===== src/rtl/wand_bus_tx_if.sv =====
// Handshake and line signals of one wired-AND transmitter node.
// The master side requests frames and supplies the resolved line value; the slave side is the node.
interface wand_bus_tx_if #(
  parameter int DATA_W = 8
);
  logic              start;
  logic [DATA_W-1:0] tx_data;
  logic              bus_in;
  logic              bus_oe;
  logic              busy;
  logic              done;
  logic              lost;
  logic              err;
  logic [DATA_W-1:0] rx_data;

  modport master (
    output start, tx_data, bus_in,
    input  bus_oe, busy, done, lost, err, rx_data
  );

  modport slave (
    input  start, tx_data, bus_in,
    output bus_oe, busy, done, lost, err, rx_data
  );
endinterface


===== src/rtl/wand_bus_tx.sv =====
// Open-drain serial transmitter with read-back and bitwise arbitration.
// It sends a frame of SOF, DATA_W bits MSB first and then STOP, and it captures whatever frame wins the line.
module wand_bus_tx #(
  parameter int DATA_W       = 8,
  parameter int BIT_CYCLES   = 4,
  parameter int SAMPLE_POINT = 2
) (
  input  logic           clk,
  input  logic           rst,
  wand_bus_tx_if.slave   bus
);

  typedef enum logic [1:0] {IDLE, SOF, DATA, STOP} state_t;

  localparam int CW = $clog2(BIT_CYCLES);
  localparam int IW = (DATA_W > 1) ? $clog2(DATA_W) : 1;
  localparam logic [CW-1:0] CYC_LAST   = CW'(BIT_CYCLES - 1);
  localparam logic [CW-1:0] CYC_SAMPLE = CW'(SAMPLE_POINT);
  localparam logic [IW-1:0] IDX_TOP    = IW'(DATA_W - 1);
  localparam logic [IW-1:0] IDX_ONE    = IW'(1);

  state_t            state_q, state_n;
  logic [CW-1:0]     cyc_q, cyc_n;
  logic [IW-1:0]     idx_q, idx_n, idx_dec;
  logic [DATA_W-1:0] tx_q, tx_n;
  logic [DATA_W-1:0] rx_q, rx_n;
  logic              oe_q, oe_n;
  logic              lost_q, lost_n;
  logic              err_q, err_n;
  logic              done_q, done_n;
  logic              sync1, sync2;
  logic              sample, last, line, own_bit;

  // The line idles high, so the synchronizer resets to 1 to avoid a false low after reset.
  always_ff @(posedge clk or posedge rst) begin
    if (rst) begin
      sync1 <= 1'b1;
      sync2 <= 1'b1;
    end else begin
      sync1 <= bus.bus_in;
      sync2 <= sync1;
    end
  end

  always_ff @(posedge clk or posedge rst) begin
    if (rst) begin
      state_q <= IDLE;
      cyc_q   <= '0;
      idx_q   <= '0;
      tx_q    <= '0;
      rx_q    <= '0;
      oe_q    <= 1'b0;
      lost_q  <= 1'b0;
      err_q   <= 1'b0;
      done_q  <= 1'b0;
    end else begin
      state_q <= state_n;
      cyc_q   <= cyc_n;
      idx_q   <= idx_n;
      tx_q    <= tx_n;
      rx_q    <= rx_n;
      oe_q    <= oe_n;
      lost_q  <= lost_n;
      err_q   <= err_n;
      done_q  <= done_n;
    end
  end

  // The drive for a bit is registered on the edge that opens that bit, so bus_oe only moves at cyc 0.
  always_comb begin
    state_n = state_q;
    cyc_n   = cyc_q;
    idx_n   = idx_q;
    tx_n    = tx_q;
    rx_n    = rx_q;
    oe_n    = oe_q;
    lost_n  = lost_q;
    err_n   = err_q;
    done_n  = 1'b0;
    sample  = (cyc_q == CYC_SAMPLE);
    last    = (cyc_q == CYC_LAST);
    line    = sync2;
    own_bit = tx_q[idx_q];
    idx_dec = idx_q - IDX_ONE;

    if (state_q != IDLE) begin
      cyc_n = last ? '0 : cyc_q + 1'b1;
    end

    case (state_q)
      IDLE: begin
        cyc_n = '0;
        if (bus.start) begin
          state_n = SOF;
          tx_n    = bus.tx_data;
          rx_n    = '0;
          lost_n  = 1'b0;
          err_n   = 1'b0;
          idx_n   = IDX_TOP;
          oe_n    = 1'b1;
        end
      end
      SOF: begin
        if (sample && line) begin
          err_n = 1'b1;
        end
        if (last) begin
          state_n = DATA;
          oe_n    = ~tx_q[IDX_TOP];
        end
      end
      DATA: begin
        if (sample) begin
          rx_n[idx_q] = line;
          if (!lost_q) begin
            if (own_bit && !line) begin
              lost_n = 1'b1;
            end
            if (!own_bit && line) begin
              err_n = 1'b1;
            end
          end
        end
        // A loss detected in the final sample of a bit must already silence the next bit.
        if (last) begin
          if (idx_q == '0) begin
            state_n = STOP;
            oe_n    = 1'b0;
          end else begin
            idx_n = idx_dec;
            oe_n  = ~tx_q[idx_dec] & ~lost_n;
          end
        end
      end
      STOP: begin
        if (sample && !line) begin
          err_n = 1'b1;
        end
        if (last) begin
          state_n = IDLE;
          done_n  = 1'b1;
        end
      end
      default: begin
        state_n = IDLE;
        oe_n    = 1'b0;
      end
    endcase
  end

  assign bus.bus_oe  = oe_q;
  assign bus.busy    = (state_q != IDLE);
  assign bus.done    = done_q;
  assign bus.lost    = lost_q;
  assign bus.err     = err_q;
  assign bus.rx_data = rx_q;

endmodule


===== src/flat_wrapper.sv =====
// flat-port wrapper written by rule: the top's interface ports become plain ports
module wand_bus_tx_flat 
#(
  parameter int DATA_W       = 8,
  parameter int BIT_CYCLES   = 4,
  parameter int SAMPLE_POINT = 2
)
  (clk, rst, bus_start, bus_tx_data, bus_bus_in, bus_bus_oe, bus_busy, bus_done, bus_lost, bus_err, bus_rx_data);
  wand_bus_tx_if #(.DATA_W(DATA_W)) bus_i ();
  input  logic clk;
  input  logic rst;
  input wire logic [$bits(bus_i.start)-1:0] bus_start;
  input wire logic [$bits(bus_i.tx_data)-1:0] bus_tx_data;
  input wire logic [$bits(bus_i.bus_in)-1:0] bus_bus_in;
  output wire logic [$bits(bus_i.bus_oe)-1:0] bus_bus_oe;
  output wire logic [$bits(bus_i.busy)-1:0] bus_busy;
  output wire logic [$bits(bus_i.done)-1:0] bus_done;
  output wire logic [$bits(bus_i.lost)-1:0] bus_lost;
  output wire logic [$bits(bus_i.err)-1:0] bus_err;
  output wire logic [$bits(bus_i.rx_data)-1:0] bus_rx_data;
  assign bus_i.start = bus_start;
  assign bus_i.tx_data = bus_tx_data;
  assign bus_i.bus_in = bus_bus_in;
  assign bus_bus_oe = bus_i.bus_oe;
  assign bus_busy = bus_i.busy;
  assign bus_done = bus_i.done;
  assign bus_lost = bus_i.lost;
  assign bus_err = bus_i.err;
  assign bus_rx_data = bus_i.rx_data;
  wand_bus_tx #(.DATA_W(DATA_W), .BIT_CYCLES(BIT_CYCLES), .SAMPLE_POINT(SAMPLE_POINT)) u_core (.clk(clk), .rst(rst), .bus(bus_i));
endmodule

===== config.mk =====
export PLATFORM = sky130hd
export DESIGN_NAME = wand_bus_tx_flat
export DESIGN_NICKNAME = d
export VERILOG_FILES = /design/src/rtl/wand_bus_tx_if.sv /design/src/rtl/wand_bus_tx.sv /design/src/flat_wrapper.sv
export SDC_FILE = /design/constraint.sdc
export NUM_CORES = 1
export LEC_CHECK = 0
export ABC_AREA = 1
export ABC_CLOCK_PERIOD_IN_PS = 2400
export CORE_MARGIN = 2
export CORE_UTILIZATION = 53
export DETAILED_ROUTE_END_ITERATION = 6
export GPL_ROUTABILITY_DRIVEN = 0
export PLACE_DENSITY = 0.87
export SYNTH_ARGS = -nofsm -noshare
export SYNTH_HDL_FRONTEND = slang
export SYNTH_SLANG_ARGS = --single-unit

===== constraint.sdc =====
create_clock -name clk -period 2.4 [get_ports clk]
set_clock_uncertainty 0.15 [all_clocks]
set_input_delay 0.48 -clock clk [delete_from_list [all_inputs] [get_ports clk]]
set_output_delay 0.48 -clock clk [all_outputs]
set_load 0.02 [all_outputs]

==> flow_metrics.env <==
export IMPL_number_of_enable_type_register_cells_in_the_synthesized_netlist=0
export IMPL_finish_instance_area_um2=1962
export IMPL_areaGrowthSynthToFinish_pct=20.34
export IMPL_route_layer_met1_wl_um=1417
export IMPL_dp_hpwl_um=2301
export IMPL_cpMaxStageDelayCell="sky130_fd_sc_hd__dfrtp_1"
export IMPL_detailroute_via_count=1376
export IMPL_synth_top_flop_cell="sky130_fd_sc_hd__dfrtp_1"
export IMPL_critical_path_cell_chain="inv_1, ha_1, inv_2, dlygate4sd2_1"
export IMPL_cp_endpoint="bus_busy"
export IMPL_clock_sink_count=29
export IMPL_unrepaired_setup_endpoints_after_global_routing="no"
export IMPL_final_report_setup_violation_count=0
export IMPL_cts_hold_buf=0
export IMPL_cts_buffers=5
export IMPL_timing_final_crit_period_ps=2119
export IMPL_vertical_die_dimension_um=59.46
export IMPL_grt_remaining_overflow=0
export IMPL_report_final_hold_viol_count=0
export IMPL_grt_start_max_net_pins=30
export IMPL_end_kind="output pin"
export IMPL_power_static_leakage_nw=0.9501
export IMPL_finalMaxSlewViolations=0
export IMPL_power_frac_seq_pct=30.2
export IMPL_start_util_pct=54.75
export IMPL_chipWidth_um=59.46
export IMPL_tightest_slew_ps=349.4
export IMPL_most_instantiated_library_cell_after_synthesis="sky130_fd_sc_hd__nand2_1"
export IMPL_drc=0
export IMPL_synth_common_cells="37 x sky130_fd_sc_hd__nand2_1, 30 x sky130_fd_sc_hd__inv_1, 27 x sky130_fd_sc_hd__dfrtp_1"
export IMPL_timing_setup_critical_path_class="register to output pin"
export IMPL_number_of_global_route_vias_before_repair=1282
export IMPL_max_stage_delay_ps=400
export IMPL_drtPass1Iterations=4
export IMPL_routed_wl_met3_um=186
export IMPL_totalWireLength_um=3089
export IMPL_switching_share_pct=46.95
export IMPL_wire_length_of_the_first_global_routing_pass_um=5313
export IMPL_drt_first_iter_violations=40
export IMPL_clk_pin_slew_ps=80
export IMPL_ratio_of_cells_with_drive_above_1_in_the_final_layout_pct=14.35
export IMPL_worstReg2RegEnd="u_core.bus.rx_data[7]"
export IMPL_core_region_area_um2=2978
export IMPL_clock_root_buffer="sky130_fd_sc_hd__clkbuf_4"
export IMPL_final_setup_worst_slack_ps=281.4
export IMPL_number_of_port_buffers=24
export IMPL_cap_viol_max_count=0
export IMPL_headroom_to_the_max_slew_limit_pct=76.71
export IMPL_synth_cell_types=27
export IMPL_number_of_cells_in_the_finished_layout_apart_from_fillers=270
export IMPL_timing_critical_path_required_ps=1770
export IMPL_final_nets=257
export IMPL_num_io_pins=25
export IMPL_cts_path_max_buffers=2
export IMPL_ys_ff_latch=29
export IMPL_global_route_usage_total_pct=20.47
export IMPL_detail_route_vias_per_cell=5.096
export IMPL_antenna_diodes=0
export IMPL_critPathMaxFanout=5
export IMPL_postSynthCellCount=205
export IMPL_layout_core_utilization_pct=65.88
export IMPL_fill_cells=242
export IMPL_post_synth_cell_area_avg_um2=7.953
export IMPL_power_frac_comb_pct=59.6
export IMPL_met2_length_um=1429
export IMPL_die_area_um2=3535
export IMPL_async_set_or_reset_register_ratio_after_synthesis_pct=100.0
export IMPL_hold_class="register to register"
export IMPL_layout_worst_path_cycle_share_pct=88.28
export IMPL_cts_setup_buffers=0
export IMPL_route_detailed_wl_per_inst_um=11.44
export IMPL_dp_worst_setup_slack_ps=361.9
export IMPL_cp_data_arrival_time_ps=1490
export IMPL_core_rowCount=20
export IMPL_worst_ir_drop_vdd_mv=0.7497
export IMPL_synth_seq_area_share_pct=44.67
export IMPL_fmaxAchievable_mhz=472.0
export IMPL_ant_nets=0
export IMPL_synth_top_area_share_pct=41.44
export IMPL_grt_antenna_before_repair=0
export IMPL_critical_path_startpoint="u_core.state_q[0]"
export IMPL_switchingPower_mw=1.245
export IMPL_insertion_delay_ps=320
export IMPL_regToRegStartpoint="u_core.state_q[0]"
export IMPL_cts_tree="built"
export IMPL_power_clock_fraction_pct=10.2
export IMPL_dr_max_layer_used="met4"
export IMPL_synthesis_yosys_warnings=0
export IMPL_post_synth_main_area_contributors="sky130_fd_sc_hd__dfrtp_1 41%, sky130_fd_sc_hd__nand2_1 8.5%, sky130_fd_sc_hd__ha_1 6.9%"
export IMPL_placement_cell_area_um2=1914
export IMPL_synth_net_count=226
export IMPL_dp_cells=262
export IMPL_crit_path_start_kind="register"
export IMPL_status="complete, no violations"
export IMPL_synth_top_cell_by_area="sky130_fd_sc_hd__dfrtp_1"
export IMPL_regToRegSetupSlack_ps=580
export IMPL_power_density_nw_per_um2=1351
export IMPL_power_internal_mw=1.407
export IMPL_fin_setup_tns_ps=0
export IMPL_reg2reg_depth=7
export IMPL_netlist_area_um2=1630
export IMPL_htree_num_levels=2
cells by family (layout without fill, tap and decap cells):
family                   after synthesis  count (layout)  share of synthesized area (%)
AND/OR/NAND/NOR                       78              78                          21.26
AO/OA/AOI/OAI                         45              45                          15.43
buffers and inverters                 42              74                          10.67
flip-flops                            29              29                          44.67
adder cells (fa/ha/maj)                9               9                          6.907
XOR/XNOR                               2               2                          1.075
how the worst min path moves through the flow:
stage / start / endpoint / depth (start not counted)
after detailed placement: u_core.sync1 / u_core.line / 0
final: u_core.sync1 / u_core.line / 0
after CTS: u_core.sync1 / u_core.line / 0
after global placement: u_core.sync1 / u_core.line / 0
after floorplan: u_core.sync1 / u_core.line / 0
after global routing: u_core.sync1 / u_core.line / 0
cells in the final DEF, fill, tap and decap left out:
cell type	count
sky130_fd_sc_hd__inv_2	7
sky130_fd_sc_hd__a21oi_2	1
sky130_fd_sc_hd__o22ai_1	8
sky130_fd_sc_hd__a21oi_1	22
sky130_fd_sc_hd__clkbuf_4	5
sky130_fd_sc_hd__dfrtp_1	27
sky130_fd_sc_hd__o21ai_0	1
sky130_fd_sc_hd__nor3_1	2
sky130_fd_sc_hd__nand2_2	5
sky130_fd_sc_hd__inv_1	30
sky130_fd_sc_hd__o21ai_2	1
sky130_fd_sc_hd__xor2_1	1
sky130_fd_sc_hd__xnor2_1	1
sky130_fd_sc_hd__clkdlybuf4s50_1	23
sky130_fd_sc_hd__nor2_1	18
sky130_fd_sc_hd__o21ai_1	10
sky130_fd_sc_hd__a211oi_1	1
sky130_fd_sc_hd__nand2_1	37
sky130_fd_sc_hd__buf_4	5
sky130_fd_sc_hd__clkbuf_1	3
sky130_fd_sc_hd__dlygate4sd2_1	1
sky130_fd_sc_hd__o2111a_1	1
sky130_fd_sc_hd__nand3_1	8
sky130_fd_sc_hd__nor2_2	5
sky130_fd_sc_hd__nand3_2	2
sky130_fd_sc_hd__dfstp_2	2
sky130_fd_sc_hd__and3_2	1
sky130_fd_sc_hd__ha_1	9
critical path: cells and delay by family (launching register included):
family,cells,cell delay (ps)
adder cells (fa/ha/maj),1,280
flip-flops,1,400
buffers and inverters,3,500
metrics by stage:
stage                     hold slack (ps)  power (mW)
after floorplan                     195.2       1.987
after global routing                212.8       2.912
after global placement              197.2       2.335
after detailed placement            198.7       2.381
after CTS                           210.8       2.661
final                               209.0       2.651
power by group through the flow:
| stage | sequential, mW | clock, mW | combinational (mW) |
|---|---|---|---|
| after floorplan | 0.854 | 0 | 1.13 |
| after global placement | 0.804 | 0 | 1.53 |
| after detailed placement | 0.809 | 0 | 1.57 |
| after CTS | 0.802 | 0.281 | 1.58 |
| after global routing | 0.824 | 0.308 | 1.78 |
| final | 0.801 | 0.270 | 1.58 |
per-layer routing:
layer,GRT usage (%),up-vias
li1,-,715
met1,25.53,613
met5,0,-
met2,31.87,43
met4,11.69,0
met3,5.459,5
sequential cells by signal, indices dropped and copies added (netlist names):
register            flops
u_core.bus.err          1
u_core.bus.lost         1
u_core.tx_q             8
u_core.line             1
u_core.bus.bus_oe       1
u_core.bus.rx_data      8
u_core.state_q          2
u_core.cyc_q            2
u_core.idx_q            3
u_core.bus.done         1
u_core.sync1            1
area by class of cell:
| cell class | count | area (um2) | area share, % |
|---|---|---|---|
| clock buffer | 8 | 48.80 | 2.487 |
| timing repair buffer | 29 | 276.5 | 14.09 |
| tap | 33 | 41.29 | 2.105 |
| inverter | 37 | 138.9 | 7.079 |
| multi-input combinational | 134 | 728.2 | 37.12 |
| sequential | 29 | 728.2 | 37.12 |
repair_timing:
action | 4_1_cts | 5_1_grt
endpoints found under the hold margin | 0 | 0
resized for setup | 1 | 0
endpoints found under the setup margin | 1 | 0
Note: power is estimated with default switching activity, not from simulation.
